File: src/rtl/mc_ctrl_pkg.sv
// rtl/mc_ctrl_pkg.sv - shared encodings for the multi-cycle MIPS main controller
// Holds ALUOp_* codes, state codes, opcode/funct constants, operand-B and
// next-PC select encodings, the latched instruction class and its decoder.
package mc_ctrl_pkg;

  // ALU operation codes driven on AluCtrl
  localparam logic [4:0] ALUOp_NOP  = 5'd0;
  localparam logic [4:0] ALUOp_ADD  = 5'd1;
  localparam logic [4:0] ALUOp_ADDU = 5'd2;
  localparam logic [4:0] ALUOp_SUB  = 5'd3;
  localparam logic [4:0] ALUOp_SUBU = 5'd4;
  localparam logic [4:0] ALUOp_AND  = 5'd5;
  localparam logic [4:0] ALUOp_OR   = 5'd6;
  localparam logic [4:0] ALUOp_SLT  = 5'd7;
  localparam logic [4:0] ALUOp_SLL  = 5'd8;
  localparam logic [4:0] ALUOp_SRL  = 5'd9;
  localparam logic [4:0] ALUOp_EQL  = 5'd10;
  localparam logic [4:0] ALUOp_BNE  = 5'd11;

  // Opcodes (IR[31:26])
  localparam logic [5:0] OP_RTYPE = 6'b000000;
  localparam logic [5:0] OP_LW    = 6'b100011;
  localparam logic [5:0] OP_SW    = 6'b101011;
  localparam logic [5:0] OP_BEQ   = 6'b000100;
  localparam logic [5:0] OP_BNE   = 6'b000101;
  localparam logic [5:0] OP_J     = 6'b000010;
  localparam logic [5:0] OP_ADDI  = 6'b001000;
  localparam logic [5:0] OP_ADDIU = 6'b001001;
  localparam logic [5:0] OP_ORI   = 6'b001101;

  // R-type funct codes (IR[5:0])
  localparam logic [5:0] FN_ADD  = 6'b100000;
  localparam logic [5:0] FN_ADDU = 6'b100001;
  localparam logic [5:0] FN_SUB  = 6'b100010;
  localparam logic [5:0] FN_SUBU = 6'b100011;
  localparam logic [5:0] FN_AND  = 6'b100100;
  localparam logic [5:0] FN_OR   = 6'b100101;
  localparam logic [5:0] FN_SLT  = 6'b101010;
  localparam logic [5:0] FN_SLL  = 6'b000000;
  localparam logic [5:0] FN_SRL  = 6'b000010;

  // AluSrcB selects
  localparam logic [2:0] SRCB_REG    = 3'd0;
  localparam logic [2:0] SRCB_FOUR   = 3'd1;
  localparam logic [2:0] SRCB_SEXT   = 3'd2;
  localparam logic [2:0] SRCB_ZEXT   = 3'd3;
  localparam logic [2:0] SRCB_BRANCH = 3'd4;

  // PCSrc selects
  localparam logic [1:0] PCSRC_ALU    = 2'd0;
  localparam logic [1:0] PCSRC_ALUOUT = 2'd1;
  localparam logic [1:0] PCSRC_JUMP   = 2'd2;

  typedef enum logic [2:0] {
    S_FETCH  = 3'd0,
    S_DECODE = 3'd1,
    S_EXEC   = 3'd2,
    S_MEM    = 3'd3,
    S_WB     = 3'd4
  } mcState_e;

  typedef enum logic [3:0] {
    CL_NONE = 4'd0,
    CL_R,
    CL_ADDI,
    CL_ADDIU,
    CL_ORI,
    CL_LW,
    CL_SW,
    CL_BEQ,
    CL_BNE,
    CL_J,
    CL_ILL
  } instrClass_e;

  // Any opcode or R-type funct not listed maps to CL_ILL.
  function automatic instrClass_e decodeClass(input logic [5:0] op, input logic [5:0] funct);
    instrClass_e cls;
    cls = CL_ILL;
    case (op)
      OP_RTYPE: begin
        case (funct)
          FN_ADD, FN_ADDU, FN_SUB, FN_SUBU,
          FN_AND, FN_OR, FN_SLT, FN_SLL, FN_SRL: cls = CL_R;
          default: cls = CL_ILL;
        endcase
      end
      OP_LW:    cls = CL_LW;
      OP_SW:    cls = CL_SW;
      OP_BEQ:   cls = CL_BEQ;
      OP_BNE:   cls = CL_BNE;
      OP_J:     cls = CL_J;
      OP_ADDI:  cls = CL_ADDI;
      OP_ADDIU: cls = CL_ADDIU;
      OP_ORI:   cls = CL_ORI;
      default:  cls = CL_ILL;
    endcase
    return cls;
  endfunction

endpackage

File: src/rtl/mc_ctrl_if.sv
// rtl/mc_ctrl_if.sv - control/status bundle between mc_ctrl and the datapath
// master: controller side (drives enables/selects, reads Op/Funct/Zero/MemReady)
// slave:  datapath side
interface mc_ctrl_if;
  logic [5:0] Op;
  logic [5:0] Funct;
  logic       Zero;
  logic       MemReady;

  logic       PCWr;
  logic [1:0] PCSrc;
  logic       IRWr;
  logic       MemRd;
  logic       MemWr;
  logic       IorD;
  logic       RegWr;
  logic       RegDst;
  logic       MemToReg;
  logic       AluSrcA;
  logic [2:0] AluSrcB;
  logic [4:0] AluCtrl;
  logic       IllegalOp;
  logic [2:0] State;

  modport master (
    input  Op, Funct, Zero, MemReady,
    output PCWr, PCSrc, IRWr, MemRd, MemWr, IorD, RegWr, RegDst, MemToReg,
           AluSrcA, AluSrcB, AluCtrl, IllegalOp, State
  );

  modport slave (
    output Op, Funct, Zero, MemReady,
    input  PCWr, PCSrc, IRWr, MemRd, MemWr, IorD, RegWr, RegDst, MemToReg,
           AluSrcA, AluSrcB, AluCtrl, IllegalOp, State
  );
endinterface

File: src/rtl/mc_ctrl_alu_dec.sv
// rtl/mc_ctrl_alu_dec.sv - EXEC-state ALU operation and operand-select decode
// Ports: instrClass (latched class), funct (IR[5:0]) in;
//        aluCtrl, aluSrcA, aluSrcB out. Purely combinational.
module mc_alu_dec
  import mc_ctrl_pkg::*;
(
  input  instrClass_e instrClass,
  input  logic [5:0]  funct,
  output logic [4:0]  aluCtrl,
  output logic        aluSrcA,
  output logic [2:0]  aluSrcB
);

  always_comb begin
    aluCtrl = ALUOp_ADDU;
    aluSrcA = 1'b1;
    aluSrcB = SRCB_REG;
    case (instrClass)
      CL_R: begin
        case (funct)
          FN_ADD:  aluCtrl = ALUOp_ADD;
          FN_ADDU: aluCtrl = ALUOp_ADDU;
          FN_SUB:  aluCtrl = ALUOp_SUB;
          FN_SUBU: aluCtrl = ALUOp_SUBU;
          FN_AND:  aluCtrl = ALUOp_AND;
          FN_OR:   aluCtrl = ALUOp_OR;
          FN_SLT:  aluCtrl = ALUOp_SLT;
          // Shift amount sits in imm[10:6], so route the immediate to port B.
          FN_SLL: begin
            aluCtrl = ALUOp_SLL;
            aluSrcB = SRCB_SEXT;
          end
          FN_SRL: begin
            aluCtrl = ALUOp_SRL;
            aluSrcB = SRCB_SEXT;
          end
          default: aluCtrl = ALUOp_ADDU;
        endcase
      end
      CL_ADDI: begin
        aluCtrl = ALUOp_ADD;
        aluSrcB = SRCB_SEXT;
      end
      CL_ADDIU, CL_LW, CL_SW: begin
        aluCtrl = ALUOp_ADDU;
        aluSrcB = SRCB_SEXT;
      end
      CL_ORI: begin
        aluCtrl = ALUOp_OR;
        aluSrcB = SRCB_ZEXT;
      end
      CL_BEQ:  aluCtrl = ALUOp_EQL;
      CL_BNE:  aluCtrl = ALUOp_BNE;
      default: aluCtrl = ALUOp_ADDU;
    endcase
  end

endmodule

File: src/rtl/mc_ctrl.sv
// rtl/mc_ctrl.sv - multi-cycle MIPS main controller (FETCH/DECODE/EXEC/MEM/WB)
// Ports: clk, rst (sync, active-high); bus (mc_ctrl_if.master) carrying
//        Op/Funct/Zero/MemReady in and PC/IR/memory/register-file enables,
//        ALU selects, AluCtrl, IllegalOp and State out.
// Macro MC_CTRL_MEM_WAIT_EN: FETCH and MEM hold until MemReady=1.
module mc_ctrl
  import mc_ctrl_pkg::*;
(
  input  logic     clk,
  input  logic     rst,
  mc_ctrl_if.master bus
);

  mcState_e    state, stateNext;
  instrClass_e instrClass, classNext;
  instrClass_e decodedClass;

  logic       pcWr, irWr, memRd, memWr, iorD, regWr, regDst, memToReg;
  logic       aluSrcA, illegalOp;
  logic [1:0] pcSrc;
  logic [2:0] aluSrcB;
  logic [4:0] aluCtrl;

  logic [4:0] decAluCtrl;
  logic       decAluSrcA;
  logic [2:0] decAluSrcB;
  logic       memDone;

`ifdef MC_CTRL_MEM_WAIT_EN
  assign memDone = bus.MemReady;
`else
  // Memory always completes in one cycle; MemReady has no effect here.
  logic unusedMemReady;
  assign memDone        = 1'b1;
  assign unusedMemReady = bus.MemReady;
`endif

  // Op/Funct are only meaningful once IR has been loaded, i.e. from DECODE on.
  assign decodedClass = decodeClass(bus.Op, bus.Funct);

  mc_alu_dec u_aluDec (
    .instrClass(instrClass),
    .funct     (bus.Funct),
    .aluCtrl   (decAluCtrl),
    .aluSrcA   (decAluSrcA),
    .aluSrcB   (decAluSrcB)
  );

  always_ff @(posedge clk) begin
    if (rst) begin
      state      <= S_FETCH;
      instrClass <= CL_NONE;
    end else begin
      state      <= stateNext;
      instrClass <= classNext;
    end
  end

  always_comb begin
    stateNext = state;
    classNext = instrClass;
    pcWr      = 1'b0;
    pcSrc     = PCSRC_ALU;
    irWr      = 1'b0;
    memRd     = 1'b0;
    memWr     = 1'b0;
    iorD      = 1'b0;
    regWr     = 1'b0;
    regDst    = 1'b0;
    memToReg  = 1'b0;
    aluSrcA   = 1'b0;
    aluSrcB   = SRCB_REG;
    aluCtrl   = ALUOp_ADDU;
    illegalOp = 1'b0;

    // While rst is high every output stays at its idle value, so a reset
    // landing mid-instruction cannot leak a write.
    if (!rst) begin
      case (state)
        S_FETCH: begin
          memRd   = 1'b1;
          aluSrcB = SRCB_FOUR;
          irWr    = memDone;
          pcWr    = memDone;
          if (memDone) stateNext = S_DECODE;
        end
        S_DECODE: begin
          classNext = decodedClass;
          aluSrcB   = SRCB_BRANCH;
          case (decodedClass)
            CL_J: begin
              pcWr      = 1'b1;
              pcSrc     = PCSRC_JUMP;
              stateNext = S_FETCH;
            end
            CL_ILL: begin
              illegalOp = 1'b1;
              stateNext = S_FETCH;
            end
            default: stateNext = S_EXEC;
          endcase
        end
        S_EXEC: begin
          aluCtrl = decAluCtrl;
          aluSrcA = decAluSrcA;
          aluSrcB = decAluSrcB;
          case (instrClass)
            CL_LW, CL_SW: stateNext = S_MEM;
            CL_BEQ, CL_BNE: begin
              // ALU is combinational: Zero is valid in this same cycle.
              pcWr      = bus.Zero;
              pcSrc     = PCSRC_ALUOUT;
              stateNext = S_FETCH;
            end
            default: stateNext = S_WB;
          endcase
        end
        S_MEM: begin
          iorD  = 1'b1;
          memRd = (instrClass == CL_LW);
          memWr = (instrClass == CL_SW);
          if (memDone) stateNext = (instrClass == CL_LW) ? S_WB : S_FETCH;
        end
        S_WB: begin
          regWr     = 1'b1;
          regDst    = (instrClass == CL_R);
          memToReg  = (instrClass == CL_LW);
          stateNext = S_FETCH;
        end
        default: stateNext = S_FETCH;
      endcase
    end
  end

  assign bus.PCWr      = pcWr;
  assign bus.PCSrc     = pcSrc;
  assign bus.IRWr      = irWr;
  assign bus.MemRd     = memRd;
  assign bus.MemWr     = memWr;
  assign bus.IorD      = iorD;
  assign bus.RegWr     = regWr;
  assign bus.RegDst    = regDst;
  assign bus.MemToReg  = memToReg;
  assign bus.AluSrcA   = aluSrcA;
  assign bus.AluSrcB   = aluSrcB;
  assign bus.AluCtrl   = aluCtrl;
  assign bus.IllegalOp = illegalOp;
  assign bus.State     = state;

endmodule

File: src/flat_wrapper.sv
// flat-port wrapper written by rule: the top's interface ports become plain ports
module mc_ctrl_flat import mc_ctrl_pkg::*;
  (clk, rst, bus_Op, bus_Funct, bus_Zero, bus_MemReady, bus_PCWr, bus_PCSrc, bus_IRWr, bus_MemRd, bus_MemWr, bus_IorD, bus_RegWr, bus_RegDst, bus_MemToReg, bus_AluSrcA, bus_AluSrcB, bus_AluCtrl, bus_IllegalOp, bus_State);
  mc_ctrl_if bus_i ();
  input  logic clk;
  input  logic rst;
  input wire logic [$bits(bus_i.Op)-1:0] bus_Op;
  input wire logic [$bits(bus_i.Funct)-1:0] bus_Funct;
  input wire logic [$bits(bus_i.Zero)-1:0] bus_Zero;
  input wire logic [$bits(bus_i.MemReady)-1:0] bus_MemReady;
  output wire logic [$bits(bus_i.PCWr)-1:0] bus_PCWr;
  output wire logic [$bits(bus_i.PCSrc)-1:0] bus_PCSrc;
  output wire logic [$bits(bus_i.IRWr)-1:0] bus_IRWr;
  output wire logic [$bits(bus_i.MemRd)-1:0] bus_MemRd;
  output wire logic [$bits(bus_i.MemWr)-1:0] bus_MemWr;
  output wire logic [$bits(bus_i.IorD)-1:0] bus_IorD;
  output wire logic [$bits(bus_i.RegWr)-1:0] bus_RegWr;
  output wire logic [$bits(bus_i.RegDst)-1:0] bus_RegDst;
  output wire logic [$bits(bus_i.MemToReg)-1:0] bus_MemToReg;
  output wire logic [$bits(bus_i.AluSrcA)-1:0] bus_AluSrcA;
  output wire logic [$bits(bus_i.AluSrcB)-1:0] bus_AluSrcB;
  output wire logic [$bits(bus_i.AluCtrl)-1:0] bus_AluCtrl;
  output wire logic [$bits(bus_i.IllegalOp)-1:0] bus_IllegalOp;
  output wire logic [$bits(bus_i.State)-1:0] bus_State;
  assign bus_i.Op = bus_Op;
  assign bus_i.Funct = bus_Funct;
  assign bus_i.Zero = bus_Zero;
  assign bus_i.MemReady = bus_MemReady;
  assign bus_PCWr = bus_i.PCWr;
  assign bus_PCSrc = bus_i.PCSrc;
  assign bus_IRWr = bus_i.IRWr;
  assign bus_MemRd = bus_i.MemRd;
  assign bus_MemWr = bus_i.MemWr;
  assign bus_IorD = bus_i.IorD;
  assign bus_RegWr = bus_i.RegWr;
  assign bus_RegDst = bus_i.RegDst;
  assign bus_MemToReg = bus_i.MemToReg;
  assign bus_AluSrcA = bus_i.AluSrcA;
  assign bus_AluSrcB = bus_i.AluSrcB;
  assign bus_AluCtrl = bus_i.AluCtrl;
  assign bus_IllegalOp = bus_i.IllegalOp;
  assign bus_State = bus_i.State;
  mc_ctrl u_core (.clk(clk), .rst(rst), .bus(bus_i));
endmodule
File: config.mk
export PLATFORM = sky130hd
export DESIGN_NAME = mc_ctrl_flat
export DESIGN_NICKNAME = d
export VERILOG_FILES = /design/src/rtl/mc_ctrl_pkg.sv /design/src/rtl/mc_ctrl_if.sv /design/src/rtl/mc_ctrl_alu_dec.sv /design/src/rtl/mc_ctrl.sv /design/src/flat_wrapper.sv
export SDC_FILE = /design/constraint.sdc
export NUM_CORES = 1
export LEC_CHECK = 0
export BUFFER_PORTS_ARGS = -buffer_cell sky130_fd_sc_hd__buf_2
export CAP_MARGIN = 25
export CELL_PAD_IN_SITES_DETAIL_PLACEMENT = 0
export CELL_PAD_IN_SITES_GLOBAL_PLACEMENT = 2
export CORE_MARGIN = 2
export CORE_UTILIZATION = 25
export DETAILED_ROUTE_END_ITERATION = 8
export PLACE_DENSITY = 0.81
export SLEW_MARGIN = 20
export SYNTH_ARGS = -nofsm -noshare
export SYNTH_HDL_FRONTEND = slang
export SYNTH_HIERARCHICAL = 1
export SYNTH_SLANG_ARGS = --single-unit
File: constraint.sdc
create_clock -name clk -period 1.5 [get_ports clk]
set_input_delay 0.075 -clock clk [delete_from_list [all_inputs] [get_ports clk]]
set_output_delay 0.075 -clock clk [all_outputs]
set_load 0.1 [all_outputs]
======== Yosys cells after proc, flatten, opt, wreduce, memory -nomap -nowiden ========
Index checks and enable logic that the tools add are counted.
operators by class
  mux-type cells .......................... 41
  equality and inequality tests ........... 30
  reduce and logical (&&, ||, !) cells .... 9
operators with widths
  cell                  number
  $eq A6 B6 Y1 const B  9
  $pmux W4 S9           1
  $pmux W4 S8           1
  $pmux W5 S5           1
  $mux W1               22
  $eq A6 B4 Y1 const B  3
  $eq A4 B3 Y1 const B  4
  $eq A4 B4 Y1 const B  3
  $eq A6 B2 Y1 const B  2
  $eq A6 B3 Y1 const B  2
  $logic_not A6 Y1      2
  $pmux W3 S4           1
  $mux W5               2
  $pmux W3 S3           1
  $reduce_or A9 Y1      1
  $eq A4 B2 Y1 const B  2
  $mux W2               4
  $reduce_or A2 Y1      4
  $eq A3 B2 Y1 const B  2
  $mux W3               2
  $pmux W2 S3           1
  $pmux W3 S2           1
  $eq A4 B1 Y1 const B  1
  $mux W4               1
  7 further kinds       7
word-level totals
  output and inout bits ................... 23
  logic and storage cells ................. 82
  input bits .............................. 16
  bits in registers ....................... 7

======== Logic depth before layout (Yosys ltp) ========
  depth after elaboration ................. 8
  depth in mapped cells ................... 6
  mapped depth without buffers ............ 5

======== Modules after synthesis ========
Netlist, hierarchy kept.
by module, submodules not included
  module      instances  area an instance (µm²)  cells each  seq. area each (µm²)
  mc_ctrl     1          735.7                   106         140.1
  mc_alu_dec  1          265.3                   40          0.0

======== Least setup slack after synthesis ========
No wires, ideal clock.
  path kind ............................... register -> output
  start point ............................. register u_core.state[2] (netlist: u_core/bus.State[2])
  end point ............................... output bus_RegDst
  buffers on the path ..................... 0
  stages on the path, launching flop included .. 4
  setup slack ............................. -5240 ps
  data arrival time ....................... 6665 ps
  path through ............................ dfxtp_1 nor4b_1 nand3b_1 nor3_1
on the way
  cells in the longest elaborated chain, start to end .. 3
RTL lines
  element                 RTL line            source
  start, declared         mc_ctrl.sv:14       mcState_e state, stateNext;
  start signal, assigned  mc_ctrl.sv:54       state <= stateNext;
  $eq A3 B3 Y1            mc_ctrl.sv:79       case (state)
  $mux W1                 mc_ctrl.sv:79
  $mux W1                 mc_ctrl.sv:78       if (!rst) begin
  end, declared           flat_wrapper.sv:18  output wire logic [$bits(bus_i.RegDst)-1:0] bus_RegDst;
No other way between the ends.

======== Worst setup path after layout ========
  start point ............................. register u_core.instrClass[0]
  end point ............................... output bus_AluCtrl[2]
on the way
  cells in the longest elaborated chain, start to end .. 4
  elaborated cells between the ends (all ways) .. 8
RTL lines
  element                               RTL line               source
  start, declared                       mc_ctrl.sv:15          instrClass_e instrClass, classNext;
  start signal, assigned                mc_ctrl.sv:55          instrClass <= classNext;
  $eq A4 B4 Y1 (tied with other cells)  mc_ctrl_alu_dec.sv:18  case (instrClass)
  $pmux W5 S5 (*)                       mc_ctrl_alu_dec.sv:18
  named net u_core.decAluCtrl[2]        mc_ctrl.sv:24          logic [4:0] decAluCtrl;
  $mux W5 (*)                           mc_ctrl.sv:79
  $mux W5 (*)                           mc_ctrl.sv:78
  end, declared                         flat_wrapper.sv:22     output wire logic [$bits(bus_i.AluCtrl)-1:0] bus_AluCtrl;
The timed path passes the listed nets; every way through them passes the cells marked *.

==> out/metrics.csv <==
stage,metric,value,unit
timing,finalCriticalPeriod,1570,ps
global_routing,grt_first_pass_wirelength,5.41,mm
timing,final_critical_path_setup_slack,-70.2,ps
critical_path,critical_path.n_buffers_inverters,1,
layout,most_common_library_cell_in_the_layout_ignoring_fill_and_taps,sky130_fd_sc_hd__buf_4,
critical_path,worst_ep_required_time,1420,ps
critical_path,crit_path_cell_chain,nand2b_1 > o31a_1 > a2111oi_4 > and2_4 > buf_12,
clocking,ctsRootBufferMaster,sky130_fd_sc_hd__clkbuf_8,
critical_path,timing.reg2reg.setup_slack,150,ps
critical_path,cp_max_fo,6,
critical_path,critical_path.startpoint,u_core/instrClass[0],
clocking,clock_sink_count,7,
global_routing,grt_start_max_net_pins,11,
timing,fin_skew,1.27,ps
power_and_ir_drop,pwr-share-clk,24.9,%
critical_path,start_kind,register,
power_and_ir_drop,power.net_switching,405,uW
timing,max_freq,637,MHz
layout,drive_above_1_share,61.9,%
global_routing,antenna_found_initial,0,
clocking,cts_made_buffers,3,
routing,detail_route.wl_per_cell,13.0,microns
synthesis,synth_top_cells_by_area,"sky130_fd_sc_hd__dfxtp_1 (14%), sky130_fd_sc_hd__nor2_1 (7.1%), sky130_fd_sc_hd__nand2_1 (5.3%)",
timing,slew_viol_final,0,
synthesis,netlist_area,1000,sq um
power_and_ir_drop,power.share.switching,39.8,%
timing,slew_headroom,36.7,%
synthesis,synth_flop_type,sky130_fd_sc_hd__dfxtp_1,
hold_path,hold_class,input port to register,
die,start_util,26.7,%
synthesis,syn-instance-count,146,
clocking,cts-root-to-sink-buffers,2,
timing,worst_slew_pin_slew,956,ps
synthesis,synth_cell_type_count,52,
flow_run,drv.max_cap_violation_count,0,
timing,finalSetupTns,-150,ps
synthesis,proportion_of_netlist_area_held_by_the_largest_area_contributor,14.0,%
power_and_ir_drop,p_leak,0.000863,uW
timing,period_share,105,%
global_routing,global_route.usage.total,15.1,%
place,dp_cells,243,
layout,most-common-layout-cells,"sky130_fd_sc_hd__buf_4 (25), sky130_fd_sc_hd__buf_12 (19), sky130_fd_sc_hd__buf_2 (16)",
critical_path,slowest_delay,370,ps
die,die_w,67.3,microns
power_and_ir_drop,ir_worst_vdd,0.229,mV
layout,multiInputGateArea,1040,sq um
critical_path,critPathCaptureType,output port,
critical_path,cp_top_family,compound AO/OA/AOI/OAI gates,
die,core-area,3740,sq um
global_routing,first_global_vias,1225,
routing,drt-pass1-iter-count,4,
power_and_ir_drop,sequential_share_of_power,21.0,%
place,count_of_input_and_output_buffers,36,
die,ios,39,
layout,synthToLayoutAreaGrowth,109,%
die,die-area,4530,sq um
global_routing,grt_ovf,0,
routing,finalWirelength,3.35,mm
clocking,tritoncts,done,
layout,fillerInstances,348,
timing,final_hold_viol_count,0,
hold_path,min_from,rst,
synthesis,synth_largest_area_cell,sky130_fd_sc_hd__dfxtp_1,
die,fp.dieH,67.3,microns
place,globalplace.congestion,0.799,
routing,postRouteAntennaNets,0,
timing,fin_hold_ws,166,ps
routing,routed-via-count,1284,
synthesis,ys_ff_latch,7,
layout,num-nets-final,227,
critical_path,timing_worst_setup_path_type,register to output port,
routing,drt_drc_violations_left,0,
place,place_hpwl,2.54,mm
clocking,cts_hold_buf,0,
run_status,status,"finished, violations left",
timing,rsz_0062_raised_after_global_routing,true,
synthesis,sequential_cell_area_fraction_in_the_yosys_report,14.0,%
synthesis,post_synth.cell_area_avg,6.86,sq um
synthesis,yosys_warnings,6,
power_and_ir_drop,combPwrFrac,54.1,%
critical_path,worst_r2r_src,u_core/instrClass[0],
clocking,ctsHtreeMaxLevel,1,
run_status,failed_checks,negative setup slack,
routing,initialDrtViolationCount,28,
power_and_ir_drop,power_report.internal_total,612,uW
critical_path,cpMaxStageDelayCell,sky130_fd_sc_hd__dfxtp_4,
timing,finalSetupViolations,4,
critical_path,cp_data_arrival_time,1500,ps
clocking,clock_insertion_delay_worst_skew,220,ps
synthesis,synth-edff-count,0,
layout,ant_diodes,0,
layout,fin_cells,258,
layout,register_area,166,sq um
die,placement_rows,22,
synthesis,synthArstFlopShare,0,%
routing,viasPerCell,4.98,
layout,utilization,55.8,%
clocking,clk_pin_slew,40,ps
power_and_ir_drop,power_density,487,nW/um^2
-- metrics by stage --
step / total power [uW] / setup slack [ps] / area [sq um]
after floorplan: 518 / -1460 / 1140
after global placement: 676 / 9.16 / 1780
after detailed placement: 683 / -9.72 / 1780
after CTS: 1000 / -66.1 / 2030
after global routing: 1080 / -150 / 2090
final: 1020 / -70.2 / 2090
-- kinds of logic (layout without fill, tap and decap cells) --
| family | count (synthesis) | in the layout | synth area share, % |
|---|---|---|---|
| xor gates and xnor gates | 5 | 5 | 4.38 |
| DFF | 7 | 7 | 14.0 |
| muxes | 3 | 3 | 3.62 |
| other | 2 | 3 | 0.750 |
| and+or+nand+nor | 85 | 85 | 47.5 |
| buffers and inverters | 14 | 77 | 6.87 |
| AOI/OAI and AO/OA | 30 | 30 | 22.9 |
-- synth_stat cells (3+ instances only) --
master and instances:
sky130_fd_sc_hd__a21oi_1 5, sky130_fd_sc_hd__inv_1 4, sky130_fd_sc_hd__nand3_1 3, sky130_fd_sc_hd__buf_2 4, sky130_fd_sc_hd__and2_1 7, sky130_fd_sc_hd__nor4b_1 3, sky130_fd_sc_hd__buf_4 3, sky130_fd_sc_hd__and3_1 4
sky130_fd_sc_hd__nor2b_1 3, sky130_fd_sc_hd__nor2_1 19, sky130_fd_sc_hd__dfxtp_1 7, sky130_fd_sc_hd__clkbuf_1 3, sky130_fd_sc_hd__nand2b_1 8, sky130_fd_sc_hd__nand2_1 14, sky130_fd_sc_hd__o21ai_0 3, sky130_fd_sc_hd__nor3_1 7
sky130_fd_sc_hd__xnor2_1 3, sky130_fd_sc_hd__nor3b_1 3, sky130_fd_sc_hd__o211ai_1 3
-- routing by layer --
metal	global-route usage, %	vias up	share of wire, %
met1	18.3	590	41
met5	0	-	0
li1	-	650	-
met4	4.08	0	0.87
met3	2.17	4	5.4
met2	27.7	40	52
-- worst paths after layout --
check                                            end  depth (start not counted)
worst max register to register   u_core/bus.State[0]                          5
worst max-delay path                  bus_AluCtrl[2]                          5
worst min register to register   u_core/bus.State[2]                          2
worst min-delay path            u_core/instrClass[3]                          2
-- power groups by stage --
stage / combinational [uW] / clock, uW / sequential (uW)
detailed placement: 468 / 0 / 215
CTS: 530 / 263 / 212
global route: 585 / 282 / 216
floorplan: 282 / 0 / 237
finish: 550 / 254 / 214
global placement: 461 / 0 / 214
-- cell type report --
cell class              instances  share of cell area, %
repair buffers                 69                   36.2
inverters                       4                   1.02
multi-input cells             126                   49.8
well taps                      48                   2.87
clock buffers                   4                   2.15
flip-flops and latches          7                   7.96
-- worst reg2reg max path, cell delays in order, from the launching register on --
cell	delay [ps]
sky130_fd_sc_hd__dfxtp_4	350
sky130_fd_sc_hd__buf_6	130
sky130_fd_sc_hd__buf_4	150
sky130_fd_sc_hd__xor2_1	160
sky130_fd_sc_hd__and3_1	210
sky130_fd_sc_hd__or2_1	230
-- flip-flops by register name (all words and copies together), names as in the netlist --
register	count
u_core/instrClass	4
u_core/bus.State	3
-- repair_timing --
| action | 4_1_cts | 5_1_grt |
|---|---|---|
| cloned | 0 | 0 |
| buffers inserted | 10 | 1 |
| endpoints found under the hold margin | 0 | 0 |
| pin swaps | 18 | 4 |
| setup endpoints to repair | 13 | 13 |
| resized for setup | 36 | 14 |
Power figures use the tool's default switching activity.
